==> config.mk <==
export PLATFORM = sky130hd
export DESIGN_NAME = lsu_axi_master
export DESIGN_NICKNAME = d
export VERILOG_FILES = /design/src/rtl/lsu_pkg.sv /design/src/rtl/lsu_lane.sv /design/src/rtl/lsu_axi_master.sv
export SDC_FILE = /design/constraint.sdc
export NUM_CORES = 1
export LEC_CHECK = 0
export ABC_AREA = 0
export ABC_CLOCK_PERIOD_IN_PS = 2700
export BUFFER_PORTS_ARGS = -buffer_cell sky130_fd_sc_hd__buf_4
export CAP_MARGIN = 10
export CELL_PAD_IN_SITES_DETAIL_PLACEMENT = 1
export CELL_PAD_IN_SITES_GLOBAL_PLACEMENT = 1
export CORE_MARGIN = 2
export CORE_UTILIZATION = 35
export DETAILED_ROUTE_END_ITERATION = 16
export MAX_ROUTING_LAYER = met4
export PLACE_DENSITY = 0.84
export SYNTH_ARGS = -nofsm -noshare
export SYNTH_HDL_FRONTEND = slang
export SYNTH_HIERARCHICAL = 1
export SYNTH_SLANG_ARGS = --single-unit
==> constraint.sdc <==
create_clock -name clk -period 2.7 [get_ports clk]
set_clock_uncertainty 0.15 [all_clocks]
set_input_delay 0.54 -clock clk [delete_from_list [all_inputs] [get_ports clk]]
set_output_delay 0.54 -clock clk [all_outputs]
set_load 0.01 [all_outputs]
==> src/rtl/lsu_pkg.sv <==
// Shared definitions for the load/store unit AXI master.
// Size encodings, FSM state codes and alignment helpers.
package lsu_pkg;

    localparam logic [1:0] SZ_B = 2'b00;
    localparam logic [1:0] SZ_H = 2'b01;
    localparam logic [1:0] SZ_W = 2'b10;
    localparam logic [1:0] SZ_D = 2'b11;

    localparam logic [2:0] S_IDLE    = 3'd0;
    localparam logic [2:0] S_RD_ADDR = 3'd1;
    localparam logic [2:0] S_RD_DATA = 3'd2;
    localparam logic [2:0] S_WR      = 3'd3;
    localparam logic [2:0] S_WR_RESP = 3'd4;
    localparam logic [2:0] S_ERR     = 3'd5;

    // One strobe bit per byte covered by the access size.
    function automatic logic [7:0] size_mask(input logic [1:0] size);
        logic [7:0] m;
        unique case (size)
            SZ_B:    m = 8'h01;
            SZ_H:    m = 8'h03;
            SZ_W:    m = 8'h0F;
            default: m = 8'hFF;
        endcase
        return m;
    endfunction

    // Natural alignment check on the low address bits.
    function automatic logic misaligned(input logic [1:0] size,
                                        input logic [2:0] addr_lo);
        logic bad;
        unique case (size)
            SZ_B:    bad = 1'b0;
            SZ_H:    bad = addr_lo[0];
            SZ_W:    bad = |addr_lo[1:0];
            default: bad = |addr_lo;
        endcase
        return bad;
    endfunction

endpackage

==> src/rtl/lsu_lane.sv <==
// Byte-lane steering for the load/store unit.
// Store side: lane insert + strobes; load side: extract + extend.
module lsu_lane
    import lsu_pkg::*;
#(
    parameter  int DATA_W = 32,
    localparam int LB     = DATA_W / 8,
    localparam int OFF_W  = $clog2(LB)
) (
    input  logic [1:0]        st_size_i,
    input  logic [OFF_W-1:0]  st_off_i,
    input  logic [DATA_W-1:0] st_data_i,
    output logic [DATA_W-1:0] wdata_o,
    output logic [LB-1:0]     wstrb_o,
    input  logic [1:0]        ld_size_i,
    input  logic [OFF_W-1:0]  ld_off_i,
    input  logic              ld_signed_i,
    input  logic [DATA_W-1:0] rdata_i,
    output logic [DATA_W-1:0] ld_data_o
);

    logic [7:0]        st_mask;
    logic [7:0]        ld_mask;
    logic [DATA_W-1:0] ld_shift;
    logic              ld_msb;
    logic              unused_mask_bits;

    assign st_mask = size_mask(st_size_i);
    assign ld_mask = size_mask(ld_size_i);
    // Upper mask bits only matter for 64-bit data.
    assign unused_mask_bits = ^{st_mask, ld_mask};

    // Move right-justified store data into its lane, strobe that lane.
    always_comb begin
        wdata_o = st_data_i << {st_off_i, 3'b000};
        wstrb_o = st_mask[LB-1:0] << st_off_i;
    end

    // Right-justify the addressed lane, then sign/zero fill above it.
    always_comb begin
        ld_shift = rdata_i >> {ld_off_i, 3'b000};
        unique case (ld_size_i)
            SZ_B:    ld_msb = ld_shift[7];
            SZ_H:    ld_msb = ld_shift[15];
            SZ_W:    ld_msb = ld_shift[31];
            default: ld_msb = ld_shift[DATA_W-1];
        endcase
        for (int b = 0; b < LB; b++) begin
            ld_data_o[8*b +: 8] = ld_mask[b] ? ld_shift[8*b +: 8]
                                             : {8{ld_signed_i & ld_msb}};
        end
    end

endmodule

==> src/rtl/lsu_axi_master.sv <==
// Load/store unit: one exec-stage request -> one single-beat AXI4
// transaction, with lane steering, extension and error trapping.
module lsu_axi_master
    import lsu_pkg::*;
#(
    parameter int ADDR_W = 22,
    parameter int DATA_W = 32,
    parameter int RD_W   = 5
) (
    input  logic                clk,
    input  logic                rst,
    input  logic                req_valid,
    output logic                req_ready,
    input  logic                req_we,
    input  logic [1:0]          req_size,
    input  logic                req_signed,
    input  logic [ADDR_W-1:0]   req_addr,
    input  logic [DATA_W-1:0]   req_wdata,
    input  logic [RD_W-1:0]     req_rd,
    input  logic                req_fdst,
    output logic                resp_valid,
    output logic [DATA_W-1:0]   resp_data,
    output logic [RD_W-1:0]     resp_rd,
    output logic                resp_fdst,
    output logic                resp_err,
    output logic [ADDR_W-1:0]   araddr,
    output logic [2:0]          arsize,
    output logic [7:0]          arlen,
    output logic [1:0]          arburst,
    output logic [3:0]          arcache,
    output logic [2:0]          arprot,
    output logic                arlock,
    output logic                arvalid,
    input  logic                arready,
    input  logic [DATA_W-1:0]   rdata,
    input  logic [1:0]          rresp,
    input  logic                rlast,
    input  logic                rvalid,
    output logic                rready,
    output logic [ADDR_W-1:0]   awaddr,
    output logic [2:0]          awsize,
    output logic [7:0]          awlen,
    output logic [1:0]          awburst,
    output logic [3:0]          awcache,
    output logic [2:0]          awprot,
    output logic                awlock,
    output logic                awvalid,
    input  logic                awready,
    output logic [DATA_W-1:0]   wdata,
    output logic [DATA_W/8-1:0] wstrb,
    output logic                wlast,
    output logic                wvalid,
    input  logic                wready,
    input  logic [1:0]          bresp,
    input  logic                bvalid,
    output logic                bready
);

    localparam int         LB       = DATA_W / 8;
    localparam int         OFF_W    = $clog2(LB);
    localparam logic [2:0] AXI_SIZE = 3'(OFF_W);

    logic [2:0]        state_q, state_d;
    logic [OFF_W-1:0]  off_q, off_d;
    logic [1:0]        size_q, size_d;
    logic              sgn_q, sgn_d;
    logic [RD_W-1:0]   rd_q, rd_d;
    logic              fdst_q, fdst_d;
    logic              arvalid_q, arvalid_d;
    logic [ADDR_W-1:0] araddr_q, araddr_d;
    logic              awvalid_q, awvalid_d;
    logic [ADDR_W-1:0] awaddr_q, awaddr_d;
    logic              wvalid_q, wvalid_d;
    logic [DATA_W-1:0] wdata_q, wdata_d;
    logic [LB-1:0]     wstrb_q, wstrb_d;
    logic              rvld_q, rvld_d;
    logic [DATA_W-1:0] rdata_q, rdata_d;
    logic              rerr_q, rerr_d;
    logic [RD_W-1:0]   rrd_q, rrd_d;
    logic              rfdst_q, rfdst_d;

    logic [DATA_W-1:0] lane_wdata;
    logic [LB-1:0]     lane_wstrb;
    logic [DATA_W-1:0] lane_ld;
    logic [ADDR_W-1:0] req_aligned;
    logic              req_bad;
    logic              unused_bus;

    assign unused_bus = ^{rresp[0], bresp[0], rlast};

    assign req_aligned = {req_addr[ADDR_W-1:OFF_W], {OFF_W{1'b0}}};
    assign req_bad = misaligned(req_size, req_addr[2:0])
                   || (req_size == SZ_D && DATA_W != 64);

    lsu_lane #(.DATA_W(DATA_W)) u_lane (
        .st_size_i   (req_size),
        .st_off_i    (req_addr[OFF_W-1:0]),
        .st_data_i   (req_wdata),
        .wdata_o     (lane_wdata),
        .wstrb_o     (lane_wstrb),
        .ld_size_i   (size_q),
        .ld_off_i    (off_q),
        .ld_signed_i (sgn_q),
        .rdata_i     (rdata),
        .ld_data_o   (lane_ld)
    );

    // Transaction sequencing and registered response generation.
    always_comb begin
        state_d   = state_q;
        off_d     = off_q;
        size_d    = size_q;
        sgn_d     = sgn_q;
        rd_d      = rd_q;
        fdst_d    = fdst_q;
        arvalid_d = arvalid_q;
        araddr_d  = araddr_q;
        awvalid_d = awvalid_q;
        awaddr_d  = awaddr_q;
        wvalid_d  = wvalid_q;
        wdata_d   = wdata_q;
        wstrb_d   = wstrb_q;
        rvld_d    = 1'b0;
        rdata_d   = rdata_q;
        rerr_d    = rerr_q;
        rrd_d     = rrd_q;
        rfdst_d   = rfdst_q;
        unique case (state_q)
            S_IDLE: begin
                if (req_valid) begin
                    off_d  = req_addr[OFF_W-1:0];
                    size_d = req_size;
                    sgn_d  = req_signed;
                    rd_d   = req_rd;
                    fdst_d = req_fdst;
                    if (req_bad) begin
                        // Error response goes out during the ERR cycle.
                        state_d = S_ERR;
                        rvld_d  = 1'b1;
                        rerr_d  = 1'b1;
                        rdata_d = '0;
                        rrd_d   = req_rd;
                        rfdst_d = req_fdst;
                    end else if (req_we) begin
                        state_d   = S_WR;
                        awvalid_d = 1'b1;
                        wvalid_d  = 1'b1;
                        awaddr_d  = req_aligned;
                        wdata_d   = lane_wdata;
                        wstrb_d   = lane_wstrb;
                    end else begin
                        state_d   = S_RD_ADDR;
                        arvalid_d = 1'b1;
                        araddr_d  = req_aligned;
                    end
                end
            end
            S_RD_ADDR: begin
                if (arready) begin
                    arvalid_d = 1'b0;
                    state_d   = S_RD_DATA;
                end
            end
            S_RD_DATA: begin
                if (rvalid) begin
                    rvld_d  = 1'b1;
                    rerr_d  = rresp[1];
                    rdata_d = rresp[1] ? '0 : lane_ld;
                    rrd_d   = rd_q;
                    rfdst_d = fdst_q;
                    state_d = S_IDLE;
                end
            end
            S_WR: begin
                // AW and W retire independently, in any order.
                if (awvalid_q && awready) begin
                    awvalid_d = 1'b0;
                end
                if (wvalid_q && wready) begin
                    wvalid_d = 1'b0;
                end
                if (!awvalid_d && !wvalid_d) begin
                    state_d = S_WR_RESP;
                end
            end
            S_WR_RESP: begin
                if (bvalid) begin
                    rvld_d  = 1'b1;
                    rerr_d  = bresp[1];
                    rdata_d = '0;
                    rrd_d   = rd_q;
                    rfdst_d = fdst_q;
                    state_d = S_IDLE;
                end
            end
            S_ERR: begin
                state_d = S_IDLE;
            end
            default: begin
                state_d = S_IDLE;
            end
        endcase
    end

    // State and output registers with synchronous reset.
    always_ff @(posedge clk) begin
        if (rst) begin
            state_q   <= S_IDLE;
            off_q     <= '0;
            size_q    <= '0;
            sgn_q     <= 1'b0;
            rd_q      <= '0;
            fdst_q    <= 1'b0;
            arvalid_q <= 1'b0;
            araddr_q  <= '0;
            awvalid_q <= 1'b0;
            awaddr_q  <= '0;
            wvalid_q  <= 1'b0;
            wdata_q   <= '0;
            wstrb_q   <= '0;
            rvld_q    <= 1'b0;
            rdata_q   <= '0;
            rerr_q    <= 1'b0;
            rrd_q     <= '0;
            rfdst_q   <= 1'b0;
        end else begin
            state_q   <= state_d;
            off_q     <= off_d;
            size_q    <= size_d;
            sgn_q     <= sgn_d;
            rd_q      <= rd_d;
            fdst_q    <= fdst_d;
            arvalid_q <= arvalid_d;
            araddr_q  <= araddr_d;
            awvalid_q <= awvalid_d;
            awaddr_q  <= awaddr_d;
            wvalid_q  <= wvalid_d;
            wdata_q   <= wdata_d;
            wstrb_q   <= wstrb_d;
            rvld_q    <= rvld_d;
            rdata_q   <= rdata_d;
            rerr_q    <= rerr_d;
            rrd_q     <= rrd_d;
            rfdst_q   <= rfdst_d;
        end
    end

    assign req_ready  = (state_q == S_IDLE) && !rst;
    assign rready     = (state_q == S_RD_DATA);
    assign bready     = (state_q == S_WR_RESP);

    assign resp_valid = rvld_q;
    assign resp_data  = rdata_q;
    assign resp_err   = rerr_q;
    assign resp_rd    = rrd_q;
    assign resp_fdst  = rfdst_q;

    assign arvalid    = arvalid_q;
    assign araddr     = araddr_q;
    assign arsize     = AXI_SIZE;
    assign arlen      = 8'd0;
    assign arburst    = 2'b01;
    assign arcache    = 4'b0011;
    assign arprot     = 3'b000;
    assign arlock     = 1'b0;

    assign awvalid    = awvalid_q;
    assign awaddr     = awaddr_q;
    assign awsize     = AXI_SIZE;
    assign awlen      = 8'd0;
    assign awburst    = 2'b01;
    assign awcache    = 4'b0011;
    assign awprot     = 3'b000;
    assign awlock     = 1'b0;

    assign wvalid     = wvalid_q;
    assign wdata      = wdata_q;
    assign wstrb      = wstrb_q;
    assign wlast      = 1'b1;

endmodule

# == Yosys cells after proc, flatten, opt, wreduce, memory -nomap -nowiden ==
# Index checks and enable logic that the tools add are counted.
# Widths: inputs -> output; s select.
# word_totals
ff_bits,133
latchBits,0
mem_bits_rw,0
rom_bits,0
inputBits,109
output_inout_bits,169
wordCells,121
memories,0
# classes
n_addsub,0
mul,0
div,0
order_cmp,0
n_eq_ne,18
shifts,3
mux,56
bitwise_logic,3
n_reduce_logical,23
# ops
cell,n
$mux 32,5
$pmux 32 s3,1
$mux 8,4
$shl 32x5->32,1
$shr 32x5->32,1
$pmux 4 s3,2
$mux 1,23
$mux 5,4
$mux 3,6
$ne 2x2->1 const B,9
$pmux 3 s5,1
$pmux 5 s3,1
$reduce_and 5->1,3
$pmux 1 s3,4
$reduce_and 4->1,3
$pmux 1 s2,4
$eq 2x2->1 const B,3
$eq 3x2->1 const B,2
$eq 2x1->1 const B,2
$logic_and 1x1->1,4
$logic_not 2->1,2
$reduce_bool 2->1,2
$shl 4x2->4,1
$eq 3x1->1 const B,1
other kinds (11),14

# == Logic depth before layout (Yosys ltp) ==
# Gate-level depths: netlist of the first run.
# logic_depth
depth_word,7
ltp_mapped,7
mapped_depth_nobuf,5

# == Hierarchy ==
# Netlist of the first run, hierarchy kept.
# by_module_without_submodules
mod,n_inst,cells_per_inst,area_each_um2,seq_area_each_um2
lsu_axi_master,1,636,5434.0,2662.6
lsu_lane,1,204,1396.3,0.0

# == Least setup slack after synthesis of the first run ==
# OpenSTA, ideal clock, no wires.
# synth_path
path_type,in2reg
start,input req_size[0]
end,"register rdata_q[10], in the netlist resp_data[10]"
setup_time_ns,0.116
t_arrival_ns,1.848
required_ns,2.434
setup_slack_ns,0.586
path_stages,6
cell_sequence,a21oi_1 -> nor3_4 -> or2_2 -> buf_4 -> buf_4 -> a31o_1
# synth_via
elab_chain_cells,5
elab_cells_between_ends,8
cone_classes,eq/ne (4); mux (1); reduce/logical (3)
# synth_lines
item,line_no,rtl
"start, declared",lsu_axi_master.sv:15,"input logic [1:0] req_size,"
$eq 2x2->1 (tied with other cells),lsu_pkg.sv:33,unique case (size)
$pmux 1 s3,lsu_pkg.sv:33,
$logic_or 1x1->1 *,lsu_axi_master.sv:93,|| (req_size == SZ_D && DATA_W != 64);
$ne 2x2->1 (no line) *,-,
$reduce_and 5->1 (no line) *,-,
"end signal, assigned",lsu_axi_master.sv:241,rdata_q <= rdata_d;
"end, declared",lsu_axi_master.sv:77,"logic [DATA_W-1:0] rdata_q, rdata_d;"
# Every way passes the cells marked *; elsewhere a longest branch is shown, timed or not.
# A chain may end at the register's enable or synchronous reset.

# == Worst setup path after layout of the first run ==
# layout_path
start,register state_q[2]
end,"register rrd_q[0], in the netlist resp_rd[0]"
# layout_via
elab_chain_cells,3
elab_cells_between_ends,10
cone_classes,eq/ne (6); mux (1); reduce/logical (3)
# layout_lines
item,line_no,rtl
"start, declared",lsu_axi_master.sv:63,"logic [2:0] state_q, state_d;"
"start signal, assigned",lsu_axi_master.sv:227,state_q <= state_d;
$eq 3x3->1 (tied with other cells),lsu_axi_master.sv:128,unique case (state_q)
$ne 2x2->1 (no line) or $reduce_bool 3->1 (tied branches),-,
$reduce_and 5->1 (no line),-,
"end signal, assigned",lsu_axi_master.sv:243,rrd_q <= rrd_d;
"end, declared",lsu_axi_master.sv:79,"logic [RD_W-1:0] rrd_q, rrd_d;"
# Several ways; a longest one is shown, not always the timed one.

==> impl_table.tex, run 1 <==
\begin{tabular}{lr}
\hline
Metric & Value \\
\hline
\multicolumn{2}{l}{\textbf{Worst setup path}} \\
Worst Setup EP & resp\_rd[0] \\
FF-to-FF Start & state\_q[2] \\
Kind of end point of the critical path & flop \\
Maximum net fanout on the critical path & 39 \\
Data required time of the critical path & 2.80 ns \\
CP Launch Point & state\_q[2] \\
Capturing point of the worst reg2reg path & resp\_rd[0] \\
Slowest cell delay on critical path & 0.70 ns \\
Number of cells on the worst reg-to-reg path & 4 \\
R2R setup slack & 0.17 ns \\
Critical path arrival & 2.63 ns \\
CP Cell Sequence & or4b\_4 -> nor3\_4 -> or2\_2 -> a221oi\_1 \\
Number of buffer and inverter instances along the worst setup path & 0 \\
Worst Setup Start Kind & flop \\
Classification of the worst setup path & reg -> reg \\
Cell class contributing the biggest share of worst-path delay & simple AND/OR/NAND/NOR gates \\
Worst path slowest cell & or4b\_4 \\
Number of cells on the critical path & 4 \\
\multicolumn{2}{l}{\textbf{Drt}} \\
Routed len/inst & 17.7 µm \\
Via-to-Cell Ratio & 5.14 \\
DRC violation total after the first TritonRoute iteration & 247 \\
Drt total wl & 23300 µm \\
Count of antenna-violating nets left after detailed routing & 0 \\
Pre-Repair DR Iteration Count & 5 \\
Vias after detailed routing & 6765 \\
Drc violations & 0 \\
\multicolumn{2}{l}{\textbf{Timing}} \\
Worst-margin pin slew & 0.830 ns \\
Setup Total Neg Slack & 0 ns \\
Fmax & 0.395 GHz \\
Final setup viols & 0 \\
Final Hold Violating Endpoints & 0 \\
Final worst path period need & 2.53 ns \\
Final count of pins violating max slew & 0 \\
Period utilization & 0.937 \\
Unrepaired setup endpoints after global routing & false \\
Normalized max-slew margin & 0.447 \\
\multicolumn{2}{l}{\textbf{Floorplan}} \\
Site row count & 51 \\
Width of the chip & 144 µm \\
Die Y & 144 µm \\
Initial Utilization & 0.353 \\
I/O pin total & 278 \\
Core box area & 19300 µm² \\
Total die area & 20600 µm² \\
\multicolumn{2}{l}{\textbf{Yosys}} \\
Primary flip-flop cell chosen by synthesis mapping & dfxtp\_1 \\
Sequential-to-total area share from yosys stat & 0.390 \\
Number of warnings reported in the yosys synthesis log & 6 \\
Mapped Avg Cell Area & 8.13 µm² \\
Seq cells post-synth & 133 \\
Netlist area before placement & 6830 µm² \\
Synthesized instance count & 840 \\
Share of the synthesized area in the top cell type & 0.390 \\
Top area cells in the synthesized netlist & dfxtp\_1 39\%, nand2\_1 11\%, a21oi\_1 8.3\% \\
Share of async-settable or async-resettable flops after synthesis & 0 \\
Cell taking the most area after synthesis & dfxtp\_1 \\
Count of different cell masters after synthesis & 52 \\
Count of flip-flops with a built-in enable after synthesis & 0 \\
\multicolumn{2}{l}{\textbf{Layout}} \\
Most common cell after layout, fill and taps aside & buf\_4 \\
Synthesis-to-finish area growth & 34.7\% \\
Commonest non-fill, non-tap cells in the layout & 249 x buf\_4, 208 x nand2\_1, 133 x dfxtp\_1 \\
Final Net Count & 1146 \\
Share of post-route cells with drive strength above 1 & 0.329 \\
Count of inserted antenna diode cells & 0 \\
Area of all placed cells without fillers & 9200 µm² \\
\multicolumn{2}{l}{\textbf{Job}} \\
Total of max-cap violations & 0 \\
\multicolumn{2}{l}{\textbf{Clocking}} \\
Clock transition time at the flip-flop clock pins of the worst setup and hold paths & 0.07 ns \\
CTS Buf Count & 17 \\
Post-CTS Resized & 0 \\
Number of buffers inserted by post-CTS setup repair & 0 \\
H-tree Lvls & 4 \\
Clock network latency to the later pin of the worst-skew pair & 0.42 ns \\
TritonCTS clock tree & yes \\
Clock root buffer & clkbuf\_16 \\
Hold bufs inserted after CTS & 0 \\
Clock buffer depth & 2 \\
Clock sinks & 133 \\
\multicolumn{2}{l}{\textbf{Min path}} \\
Startpoint of the most critical hold path & req\_addr[10] \\
Worst hold path type & in -> reg \\
\multicolumn{2}{l}{\textbf{Pwr}} \\
P\_leak & 3.81 nW \\
Worst voltage drop across the vdd grid & 0.465 mV \\
Power Density & 753 nW/µm² \\
\multicolumn{2}{l}{\textbf{Global route}} \\
Pin count of the biggest net entering global routing & 59 \\
GRT Total Usage & 0.227 \\
Global route total overflow & 0 \\
Number of global-route vias before repair & 6669 \\
Global-route wire length before repair & 35200 µm \\
Initial antenna violation count & 0 \\
\multicolumn{2}{l}{\textbf{Place}} \\
Placement-stage cell area & 8580 µm² \\
PortBufs & 227 \\
Half-perimeter wire length of the detailed placement result & 16700 µm \\
Placer's final routability congestion estimate & 0.855 \\
\multicolumn{2}{l}{\textbf{Status}} \\
Status & completed \\
\hline
\end{tabular}
-- state kept, by name (all words and copies together), names as in the netlist --
name / cells
arvalid: 1
resp_err: 1
awaddr: 20
wvalid: 1
rd_q: 5
araddr: 20
wdata: 32
sgn_q: 1
resp_data: 32
resp_valid: 1
size_q: 2
state_q: 3
resp_rd: 5
wstrb: 4
off_q: 2
fdst_q: 1
resp_fdst: 1
awvalid: 1
-- worst min-delay path: stages --
cell and delay [ns]:
buf_4 0.11, nand2_1 0.04, a21oi_1 0.05
-- routing by layer --
| layer | global-route usage | vias up | part of all wire |
|---|---|---|---|
| li1 | - | 3231 | - |
| met2 | 0.377 | 223 | 0.49 |
| met1 | 0.262 | 3268 | 0.41 |
| met4 | 0.0728 | 0 | 0.025 |
| met3 | 0.0686 | 43 | 0.067 |
| met5 | - | - | 0 |
-- logic make-up after synthesis --
family / after synthesis / synth area share
buffers and inverters: 123 / 0.101
other: 2 / 0.00110
AO/OA/AOI/OAI: 217 / 0.211
flip-flops: 133 / 0.390
multiplexers: 48 / 0.0738
AND/OR/NAND/NOR: 317 / 0.223
-- worst min-delay path by stage --
stage / end / depth (start not counted) / slack (ns)
after floorplan: fdst_q / 2 / 0.29
after global placement: araddr[9] / 2 / 0.29
after detailed placement: araddr[11] / 2 / 0.30
after CTS: awaddr[10] / 3 / 0.20
after global routing: araddr[6] / 3 / 0.19
final: araddr[10] / 3 / 0.21
-- report_power, final --
group,internal (mW),total (mW),switching [mW]
Sequential,2.14,2.29,0.149
Combinational,0.832,2.15,1.32
Clock,1.43,2.48,1.05
Total,4.40,6.92,2.52
-- synth_stat cells, types with 2 or more instances --
cell type  number
o32ai_1         3
or3_1           2
o211ai_1        2
nor4b_1        32
buf_4          51
inv_1           6
clkbuf_1       43
a21oi_1       113
nand3_1         4
nor2b_1        11
buf_1           2
nor2_1         23
nor3_1          2
buf_6           2
a211oi_1        9
o211a_1         2
and2_1          8
a31o_1         10
o21ai_0        20
mux2_2          9
mux2i_1        38
dfxtp_1       133
conb_1          2
o31ai_1         7
a221oi_1        6
o31ai_2        10
nor4_1          2
a31o_2         22
or2_2           9
nand2b_1        9
o22ai_1         2
nand2_1       208
buf_2          19
-- cell type report --
cell class | count | area, µm²
Clock inverter | 15 | 199
Timing Repair Buffer | 250 | 1890
Clock buffer | 17 | 425
Inverter | 6 | 22.5
Tap cell | 265 | 332
Sequential cell | 133 | 2660
Multi-Input combinational cell | 629 | 3670
Fill cell | 2371 | 10100
-- per-stage QoR --
step | util | instances | worst slack (ns) | hold slack, ns | power (mW)
finish | 0.476 | 1315 | 0.171 | 0.209 | 6.92
global route | 0.476 | 1315 | 0.0454 | 0.195 | 7.27
CTS | 0.476 | 1315 | 0.152 | 0.196 | 6.99
detailed placement | 0.444 | 1283 | 0.0924 | 0.300 | 4.47
global placement | 0.444 | 1283 | 0.133 | 0.292 | 4.42
floorplan | - | 885 | 0.586 | 0.286 | 3.72
No activity file was read; power rests on OpenSTA's default activity.
==> run 2, diff against run 1 <==
--- a/config.mk
+++ b/config.mk
@@ -11,6 +11,7 @@
 export CAP_MARGIN = 10
 export CELL_PAD_IN_SITES_DETAIL_PLACEMENT = 1
 export CELL_PAD_IN_SITES_GLOBAL_PLACEMENT = 1
+export CORE_ASPECT_RATIO = 0.75
 export CORE_MARGIN = 2
 export CORE_UTILIZATION = 35
 export DETAILED_ROUTE_END_ITERATION = 16
==> impl_table.tex, run 2 (synthesized netlist as in run 1, its figures left out) <==
\begin{tabular}{lr}
\hline
Metric & Value \\
\hline
\multicolumn{2}{l}{\textbf{Worst setup path}} \\
Slowest cell delay on critical path & 0.64 ns \\
CP Cell Sequence & nand2b\_1 -> buf\_4 -> nor2\_1 -> buf\_4 \\
Number of buffer and inverter instances along the worst setup path & 2 \\
FF-to-FF Start & state\_q[1] \\
Classification of the worst setup path & reg -> out \\
Maximum net fanout on the critical path & 14 \\
Worst path slowest cell & dfxtp\_1 \\
CP Launch Point & state\_q[1] \\
Kind of end point of the critical path & output pin \\
Worst Setup Start Kind & flop \\
Data required time of the critical path & 2.01 ns \\
Cell class contributing the biggest share of worst-path delay & flip-flops \\
Critical path arrival & 1.68 ns \\
Top cell by count, worst path & buf\_4 \\
\multicolumn{2}{l}{\textbf{Timing}} \\
Normalized max-slew margin & 0.481 \\
Final count of pins violating max slew & 0 \\
Worst-margin pin slew & 0.778 ns \\
Setup Total Neg Slack & 0 ns \\
Final worst path period need & 2.37 ns \\
Setup WS post-layout & 0.334 ns \\
Period utilization & 0.876 \\
Unrepaired setup endpoints after global routing & false \\
Final Hold Violating Endpoints & 0 \\
Fmax & 0.423 GHz \\
Final setup viols & 0 \\
\multicolumn{2}{l}{\textbf{Layout}} \\
Count of inserted antenna diode cells & 0 \\
Synthesis-to-finish area growth & 34.7\% \\
Filler cells & 2315 \\
Final Net Count & 1146 \\
Post-route non-filler standard cell count & 1303 \\
Share of post-route cells with drive strength above 1 & 0.330 \\
Most common cell after layout, fill and taps aside & buf\_4 \\
Commonest non-fill, non-tap cells in the layout & 246 x buf\_4, 208 x nand2\_1, 133 x dfxtp\_1 \\
\multicolumn{2}{l}{\textbf{Status}} \\
Status & completed \\
\multicolumn{2}{l}{\textbf{Place}} \\
Placer's final routability congestion estimate & 0.822 \\
Count of placed standard cells including taps & 1271 \\
Half-perimeter wire length of the detailed placement result & 16700 µm \\
Worst setup timing slack at the placement stage & 0.364 ns \\
PortBufs & 227 \\
\multicolumn{2}{l}{\textbf{Global route}} \\
Pin count of the biggest net entering global routing & 92 \\
Global route total overflow & 0 \\
GRT Total Usage & 0.237 \\
Global-route wire length before repair & 37200 µm \\
Initial antenna violation count & 0 \\
Number of global-route vias before repair & 6869 \\
\multicolumn{2}{l}{\textbf{Pwr}} \\
P\_leak & 3.79 nW \\
Power Density & 751 nW/µm² \\
Total Power & 6.91 mW \\
Worst voltage drop across the vdd grid & 0.347 mV \\
\multicolumn{2}{l}{\textbf{Drt}} \\
Drc violations & 0 \\
Pre-Repair DR Iteration Count & 5 \\
Vias after detailed routing & 6741 \\
Routed len/inst & 18.3 µm \\
Via-to-Cell Ratio & 5.17 \\
Count of antenna-violating nets left after detailed routing & 0 \\
DRC violation total after the first TritonRoute iteration & 414 \\
Drt total wl & 23800 µm \\
\multicolumn{2}{l}{\textbf{Clocking}} \\
Clock root buffer & clkbuf\_16 \\
CTS Buf Count & 17 \\
Hold bufs inserted after CTS & 0 \\
Clock transition time at the flip-flop clock pins of the worst setup and hold paths & 0.07 ns \\
Number of buffers inserted by post-CTS setup repair & 0 \\
Clock network latency to the later pin of the worst-skew pair & 0.42 ns \\
H-tree Lvls & 4 \\
Clock sinks & 133 \\
Post-CTS Resized & 0 \\
TritonCTS clock tree & yes \\
Clock buffer depth & 2 \\
\multicolumn{2}{l}{\textbf{Job}} \\
Total of max-cap violations & 0 \\
\multicolumn{2}{l}{\textbf{Min path}} \\
Worst hold path type & in -> reg \\
Startpoint of the most critical hold path & req\_addr[8] \\
\multicolumn{2}{l}{\textbf{Floorplan}} \\
Total die area & 20700 µm² \\
Die Y & 125 µm \\
Width of the chip & 165 µm \\
Initial Utilization & 0.354 \\
Core box area & 19300 µm² \\
I/O pin total & 278 \\
Site row count & 44 \\
\hline
\end{tabular}
==> run 2: changes by cell type in the layout (fill, tap and decap cells not counted), sizes merged <==
cell / change
inv: -5
clkbuf: +1
clkinvlp: +4
==> run 2: final cells by class <==
| class | count | area [µm²] | share of cell area |
|---|---|---|---|
| multi-input cells | 629 | 3670 | 0.399 |
| clock inverters | 14 | 163 | 0.0177 |
| well taps | 253 | 317 | 0.0344 |
| inverters | 6 | 22.5 | 0.00245 |
| repair buffers | 250 | 1930 | 0.209 |
| clock buffers | 18 | 439 | 0.0477 |
| flip-flops and latches | 133 | 2660 | 0.289 |
==> run 2: worst paths after layout <==
check	to	slack, ns	depth (start not counted)
setup / recovery	rready	0.33	4
hold / removal	araddr[8]	0.21	3
setup reg to reg	resp_rd[4]	0.40	5
hold reg to reg	wdata[7]	0.31	2
==> run 2: layer usage <==
| layer | vias to the layer above | global-route usage | wire length, µm |
|---|---|---|---|
| li1 | 3224 | - | - |
| met1 | 3298 | 0.308 | 10800 |
| met2 | 198 | 0.365 | 11100 |
| met3 | 21 | 0.0650 | 1600 |
| met4 | 0 | 0.0573 | 339 |
| met5 | - | - | 0 |
==> run 2: per-stage QoR <==
step | utilization | hold WS (ns) | cell area (µm²)
floorplan | - | 0.286 | 7000
global placement | 0.446 | 0.291 | 8600
detailed placement | 0.446 | 0.298 | 8600
CTS | 0.477 | 0.191 | 9200
global route | 0.477 | 0.206 | 9200
finish | 0.477 | 0.214 | 9200
==> run 2: worst min-delay path, stage by stage <==
cell and delay, ns:
buf_4 0.11, nand2_1 0.04, a21oi_1 0.05
==> run 2: power by group <==
group	switching (mW)	internal (mW)	leakage (nW)
combinational	1.35	0.873	2.43
clock	0.970	1.41	0.283
sequential	0.158	2.14	1.08
total	2.48	4.43	3.79
